<file path="src/rtl/moving_window_pkg.sv">
// Shared constants and helpers for the moving-window sum datapath.
package moving_window_pkg;

  localparam int DEPTH_MIN = 1;
  localparam int DEPTH_MAX = 64;
  // Windows deeper than this use a circular buffer instead of a shift register.
  localparam int SHIFT_REG_MAX_DEPTH = 8;

  function automatic int clog2(input int value);
    int r;
    int v;
    r = 0;
    v = value - 1;
    while (v > 0) begin
      r = r + 1;
      v = v >> 1;
    end
    return r;
  endfunction

endpackage

</file>
<file path="src/rtl/window_delay_line.sv">
// Holds the last DEPTH accepted samples and exposes the one about to leave the window.
// Shift register for shallow windows, circular buffer for deep ones; both zero on reset/clear.
module window_delay_line
  import moving_window_pkg::*;
#(
  parameter int WIDTH = 8,
  parameter int DEPTH = 3
) (
  input  logic             clk,
  input  logic             reset,
  input  logic             clear,
  input  logic             shift_en,
  input  logic [WIDTH-1:0] din,
  output logic [WIDTH-1:0] oldest
);

  generate
    if (DEPTH <= SHIFT_REG_MAX_DEPTH) begin : g_shift
      logic [WIDTH-1:0] taps [DEPTH];

      always_ff @(posedge clk) begin
        if (reset || clear) begin
          for (int i = 0; i < DEPTH; i++) taps[i] <= '0;
        end else if (shift_en) begin
          taps[0] <= din;
          for (int i = 1; i < DEPTH; i++) taps[i] <= taps[i-1];
        end
      end

      assign oldest = taps[DEPTH-1];
    end else begin : g_circ
      localparam int PTR_W = clog2(DEPTH);

      logic [WIDTH-1:0] mem [DEPTH];
      logic [PTR_W-1:0] wr_ptr;

      always_ff @(posedge clk) begin
        if (reset || clear) begin
          for (int i = 0; i < DEPTH; i++) mem[i] <= '0;
          wr_ptr <= '0;
        end else if (shift_en) begin
          mem[wr_ptr] <= din;
          wr_ptr <= (wr_ptr == PTR_W'(DEPTH - 1)) ? '0 : wr_ptr + PTR_W'(1);
        end
      end

      // The slot about to be overwritten holds the sample leaving the window.
      assign oldest = mem[wr_ptr];
    end
  endgenerate

endmodule

</file>
<file path="src/rtl/moving_window_sum.sv">
// Sliding-window sum of the last DEPTH accepted samples, with power-of-two average.
// One-cycle latency; a sample is accepted on any edge with d_valid=1 (reset > clear > d_valid).
module moving_window_sum
  import moving_window_pkg::*;
#(
  parameter int WIDTH     = 8,
  parameter int DEPTH     = 3,
  parameter int SUM_WIDTH = 10,
  parameter int AVG_SHIFT = 0
) (
  input  logic                        clk,
  input  logic                        reset,
  input  logic [WIDTH-1:0]            d,
  input  logic                        d_valid,
  input  logic                        clear,
  output logic [SUM_WIDTH-1:0]        sum,
  output logic [WIDTH-1:0]            avg,
  output logic [clog2(DEPTH+1)-1:0]   sample_count,
  output logic                        window_full
);

  localparam int CNT_W = clog2(DEPTH + 1);

  generate
    if (DEPTH < DEPTH_MIN || DEPTH > DEPTH_MAX) begin : g_bad_depth
      $error("moving_window_sum: DEPTH out of range");
    end
  endgenerate

  logic [WIDTH-1:0]     oldest;
  logic [SUM_WIDTH-1:0] d_ext;
  logic [SUM_WIDTH-1:0] oldest_ext;

  // Sized casts zero-extend, or truncate when SUM_WIDTH < WIDTH (a legal, lossy setting).
  assign d_ext      = SUM_WIDTH'(d);
  assign oldest_ext = SUM_WIDTH'(oldest);

  window_delay_line #(
    .WIDTH (WIDTH),
    .DEPTH (DEPTH)
  ) u_delay_line (
    .clk      (clk),
    .reset    (reset),
    .clear    (clear),
    .shift_en (d_valid),
    .din      (d),
    .oldest   (oldest)
  );

  // Modular add/subtract keeps sum exact even after it wraps.
  always_ff @(posedge clk) begin
    if (reset || clear) begin
      sum <= '0;
    end else if (d_valid) begin
      sum <= sum + d_ext - oldest_ext;
    end
  end

  always_ff @(posedge clk) begin
    if (reset || clear) begin
      sample_count <= '0;
    end else if (d_valid && !window_full) begin
      sample_count <= sample_count + CNT_W'(1);
    end
  end

  assign window_full = (sample_count == CNT_W'(DEPTH));
  assign avg         = WIDTH'(sum >> AVG_SHIFT);

endmodule

</file>
<file path="config.mk">
export PLATFORM = sky130hd
export DESIGN_NAME = moving_window_sum
export DESIGN_NICKNAME = d
export VERILOG_FILES = /design/src/rtl/moving_window_pkg.sv /design/src/rtl/window_delay_line.sv /design/src/rtl/moving_window_sum.sv
export SDC_FILE = /design/constraint.sdc
export NUM_CORES = 1
export LEC_CHECK = 0
export CORE_MARGIN = 2
export CORE_UTILIZATION = 50
export CTS_CLUSTER_DIAMETER = 50
export DETAILED_ROUTE_END_ITERATION = 7
export PLACE_DENSITY = 0.72
export SYNTH_ARGS = -nofsm -noshare
export SYNTH_HDL_FRONTEND = slang
export SYNTH_HIERARCHICAL = 1
export SYNTH_SLANG_ARGS = --single-unit
</file>
<file path="constraint.sdc">
create_clock -name clk -period 3.4 [get_ports clk]
set_input_delay 0.68 -clock clk [delete_from_list [all_inputs] [get_ports clk]]
set_output_delay 0.68 -clock clk [all_outputs]
set_load 0.1 [all_outputs]
</file>
Word-level counts from Yosys, hierarchy flattened
Memories as Yosys holds them, arrays and structs flattened.
Index checks and enable logic that the tools add are counted.
W data, S select, Z words.
{"block": "word_totals", "ff_bits": 12, "mem_bits_rw": 24, "inputBits": 12, "out_inout_bits": 21, "elab_cells": 21, "mem_count": 1}
{"block": "op_classes", "addsub": 3, "eq_ne": 1, "muxes": 8, "bitwise": 3, "n_reduce_logical": 3}
{"name": "u_delay_line.g_shift.taps", "depth": 3, "word_bits": 8, "read_ports": 3, "rd_ports_with_merged_regs": 0, "write_ports": 3, "line": "window_delay_line.sv:19", "text": "logic [WIDTH-1:0] taps [DEPTH];"}
{"op": "$mux W8", "count": 3}
{"op": "$add A10 B8 Y10", "count": 1}
{"op": "$sub A10 B8 Y10", "count": 1}
{"op": "$mux W1", "count": 5}
{"op": "$or A1 B1 Y1", "count": 3}
{"op": "$add A2 B1 Y2 const B", "count": 1}
{"op": "$eq A2 B2 Y1 const B", "count": 1}
{"op": "$logic_and A1 B1 Y1", "count": 1}
{"op": "$logic_not A1 Y1", "count": 1}
{"op": "$logic_or A1 B1 Y1", "count": 1}

Logic depth before layout (Yosys ltp)
Gate-level depths: netlist of the first run.
{"block": "logic_depth", "ltp_word": 4, "mapped_depth": 11, "depth_no_buf": 11}

Cells and area by module
The synthesis of the first run kept the hierarchy.
{"mod": "moving_window_sum", "n_inst": 1, "cells_per_inst": 152, "area_each_um2": 1253.7, "seq_area_each_um2": 240.2}
{"mod": "window_delay_line", "n_inst": 1, "cells_per_inst": 63, "area_each_um2": 1136.1, "seq_area_each_um2": 720.7}

Worst setup path after synthesis of the first run
Ideal clock, no wire load.
{"block": "synth_timing", "kind": "register to register", "startpoint": "register sum[2]", "endpoint": "register sum[6]", "setup_time_ns": 0.106, "arrival_ns": 2.969, "required_ns": 3.294, "setup_slack_ns": 0.325, "stages_incl_launch_ff": 10, "n_path_buf": 0, "synth_period_minus_slack_ns": 3.075, "path_cell_list": "dfxtp_1 > inv_1 > fa_1 > inv_1 > ha_1 > nor2b_4 > o31a_1 > o21a_1 > or3_1 > o311ai_0"}
{"block": "synth_between", "elab_chain_len": 2}
{"element": "start, declared", "line": "moving_window_sum.sv:16", "text": "output logic [SUM_WIDTH-1:0] sum,"}
{"element": "start signal, assigned", "line": "moving_window_sum.sv:55", "text": "sum <= sum + d_ext - oldest_ext;"}
{"element": "$add A10 B8 Y10", "line": "moving_window_sum.sv:55"}
{"element": "$sub A10 B8 Y10", "line": "moving_window_sum.sv:55"}
No other way between the ends.
A chain may end at the register's enable or synchronous reset.

Worst setup path in the final report of the first run
{"block": "layout_timing", "startpoint": "input port d[1]", "endpoint": "register sum[7]"}
{"block": "layout_between", "elab_chain_len": 2}
{"element": "start, declared", "line": "moving_window_sum.sv:13", "text": "input logic [WIDTH-1:0] d,"}
{"element": "$add A10 B8 Y10", "line": "moving_window_sum.sv:55"}
{"element": "$sub A10 B8 Y10", "line": "moving_window_sum.sv:55"}
No other way between the ends.

==> metrics.txt, run 1 <==
Worst-Margin Slew 0.962 ns; fraction of layout cells with a size suffix above 1 17.8%; Critical Path Sink sum[7]; crit-path max FO 2; Design Power 1.29 mW; clk sinks 36; reg2reg end sum[6]; slowest stage cell, crit path fa_1; Synth Flop Type edfxtp_1; H-tree level count 2; Max-Cap Viols 0; Synth Cell Area 2390 sq um; startpoint type of the worst setup path input pin; fill count 391; CP peak stage delay 0.59 ns; kind of critical path in2reg; core area 4660 sq um; Final Critical Period 3.00 ns; number of global-route vias before repair 1486; CTS root buffer clkbuf_8; CTS resizes 0; Post-synth EDFFs 24; post-DP HPWL 2910 microns; P per Cell Area 478 nW/um^2; Mapped Nets 246; Initial Util 51.3%; syn avg cell area 11.1 sq um; standby leakage power 1.19 nW; synth unique cells 46; Buffers on Ports 32; WP data arrival 3.21 ns; sequential share of the synthesized area 40.2%; FF+latch count, synth 36; f_max 333 MHz; total track usage 17.4%; unrepaired setup endpoints after global routing no; Worst setup startpoint d[1]; Routed Wire Length 4120 microns; Mapped Cells 215; Layout Skew 0.00311 ns; synth-to-layout area growth 12.8%; Boundary Pins 33; yosys warns 6; antenna violations before repair 0; vias per inst 5.39; Crit path max-delay family adder cells; DRC errors left 0; Hold Buf Count CTS 0; final slew viol count 0; Crit. End Element register; Final #Nets 266; worst min-delay path class reg2reg; most frequent CP cell inv_1; worst reg2reg startpoint sum[2]; Reg clk slew, reported paths 0.07 ns; post-CTS setup buffer count 0; 1st-iter DRT viols 91; cells along the critical path clkdlybuf4s50_1 > inv_1 > fa_1 > inv_1 > ha_1 > a211oi_1 > o21bai_1 > a21oi_1 > mux2_2 > o31ai_1; CTS buffer count 5; R2R cell count 9; Slew headroom 35.7%; Crit. path cell count 10; Peak VDD IR 0.255 mV; Async SR Flop Fraction 0%; final setup fails 0; outcome finished, final reports clean; Critical Path RT 3.60 ns; largest net degree at the start of global routing 27; Skew-Pair Late Insertion Delay 0.28 ns; CP Buf/Inv Count 3; CTS tree done; die extent in x 73.1 microns; Avg WL per Cell 14.2 microns; first-pass GRT wire length 6960 microns; GP Congestion 0.792; ANT nets after route 0; Fin. Hold Viols 0; die area 5350 sq um; Clock Path Buffers 2; GRT Residual Overflow 0; via count 1562; setup tns final 0 ns; setup slack, reg-to-reg 0.91 ns; std cell rows 25; ANT cells 0; fin util 57.8%; final period utilization 88.4%; die height 73.1 microns; DRT Pass-1 Iters 4
==> cells by family (layout without fill, tap and decap cells) <==
group | after synthesis | count (layout) | share of synthesized area (%)
buffers and inverters | 61 | 82 | 12.7
muxes | 8 | 8 | 3.46
DFF | 36 | 36 | 40.2
and+or+nand+nor | 59 | 59 | 21.5
AOI/OAI and AO/OA | 29 | 29 | 8.54
adders and majority gates | 19 | 19 | 12.5
xor gates and xnor gates | 3 | 3 | 1.10
==> worst min path at each step <==
stage                                    start                          endpoint  cells after the start
2_1_floorplan  u_delay_line/g_shift.taps[0][3]  u_delay_line/g_shift.taps[0][11]                      1
3_3_place_gp                            sum[1]                            sum[1]                      2
3_5_place_dp                            sum[1]                            sum[1]                      2
4_1_cts                                 sum[1]                            sum[1]                      2
5_1_grt                                 sum[1]                            sum[1]                      2
6_report                                sum[1]                            sum[1]                      2
==> worst reg2reg max path, delay by kind of cell, from the launching register on <==
family | cells | cell delay [ns]
buffers and inverters | 2 | 0.12
AOI/OAI and AO/OA | 3 | 0.57
adders and majority gates | 2 | 0.83
DFF | 1 | 0.39
and+or+nand+nor | 2 | 0.48
==> registers in the layout, indices dropped and copies added (netlist names) <==
| register | count |
|---|---|
| u_delay_line/g_shift.taps | 24 |
| sum | 10 |
| sample_count | 2 |
==> per-stage QoR <==
stage,setup WS (ns),instance area (sq um),instances,hold WS [ns]
floorplan,0.325,2390,215,0.576
global placement,0.0801,2620,282,0.491
detailed placement,0.0856,2620,282,0.500
CTS,0.389,2700,290,0.510
global route,0.224,2700,290,0.555
finish,0.396,2700,290,0.506
==> placed cells by master (no fill, tap or decap), types with 2 or more instances in the layout <==
cell	count
nand3_1	5
a211oi_1	2
nand4_1	5
inv_1	35
clkinv_1	2
mux2_2	2
clkdlybuf4s50_1	15
and4bb_1	17
xnor2_1	3
o311ai_0	2
clkbuf_8	5
o21a_1	5
buf_4	24
nand2_1	3
ha_1	11
mux2i_1	6
edfxtp_1	24
or3_1	2
o21ai_0	4
dfxtp_1	12
a21oi_1	7
nor2_1	10
and4bb_2	6
fa_1	8
==> cell type report <==
cell class / instances / area (sq um) / area share, %
timing repair buffer: 39 / 330 / 12.3
sequential: 36 / 961 / 35.7
tap: 54 / 67.6 / 2.51
clock buffer: 6 / 72.6 / 2.69
inverter: 35 / 131 / 4.87
clock inverter: 2 / 7.51 / 0.279
multi-input combinational: 118 / 1120 / 41.7
==> routing by layer <==
metal | vias up | wire length [microns] | track usage [%]
li1 | 794 | - | -
met1 | 739 | 2040 | 24.1
met2 | 24 | 1910 | 26.1
met3 | 5 | 116 | 4.14
met4 | 0 | 58 | 7.41
met5 | - | 0 | 0
==> where the power goes <==
group,switching [mW],leakage [nW],internal (mW)
Sequential,0.0152,0.376,0.492
Clock,0.151,0.0403,0.140
Combinational,0.323,0.776,0.167
==> cell usage after synthesis (6+ instances only) <==
cell type	n	area, sq um
fa_1	8	160
and4bb_2	6	75.1
edfxtp_1	24	721
a21oi_1	7	35.0
buf_4	16	120
dfxtp_1	12	240
ha_1	11	138
nor2_1	10	37.5
inv_1	35	131
and4bb_1	17	213
mux2i_1	6	60.1
No activity file was read; power rests on OpenSTA's default activity.
==> run 2, diff against run 1 <==
--- a/config.mk
+++ b/config.mk
@@ -9,6 +9,7 @@
 export CORE_UTILIZATION = 50
 export CTS_CLUSTER_DIAMETER = 50
 export DETAILED_ROUTE_END_ITERATION = 7
+export GPL_ROUTABILITY_DRIVEN = 0
 export PLACE_DENSITY = 0.72
 export SYNTH_ARGS = -nofsm -noshare
 export SYNTH_HDL_FRONTEND = slang
==> results of run 2 <==
The final DEF is identical to that of run 1; final timing and power are the same.
==> run 3, diff against run 2 <==
--- a/config.mk
+++ b/config.mk
@@ -7,7 +7,7 @@
 export LEC_CHECK = 0
 export CORE_MARGIN = 2
 export CORE_UTILIZATION = 50
-export CTS_CLUSTER_DIAMETER = 50
+export CTS_CLUSTER_DIAMETER = 30
 export DETAILED_ROUTE_END_ITERATION = 7
 export GPL_ROUTABILITY_DRIVEN = 0
 export PLACE_DENSITY = 0.72
==> results of run 3 <==
The final DEF is identical to that of run 1; final timing and power are the same.
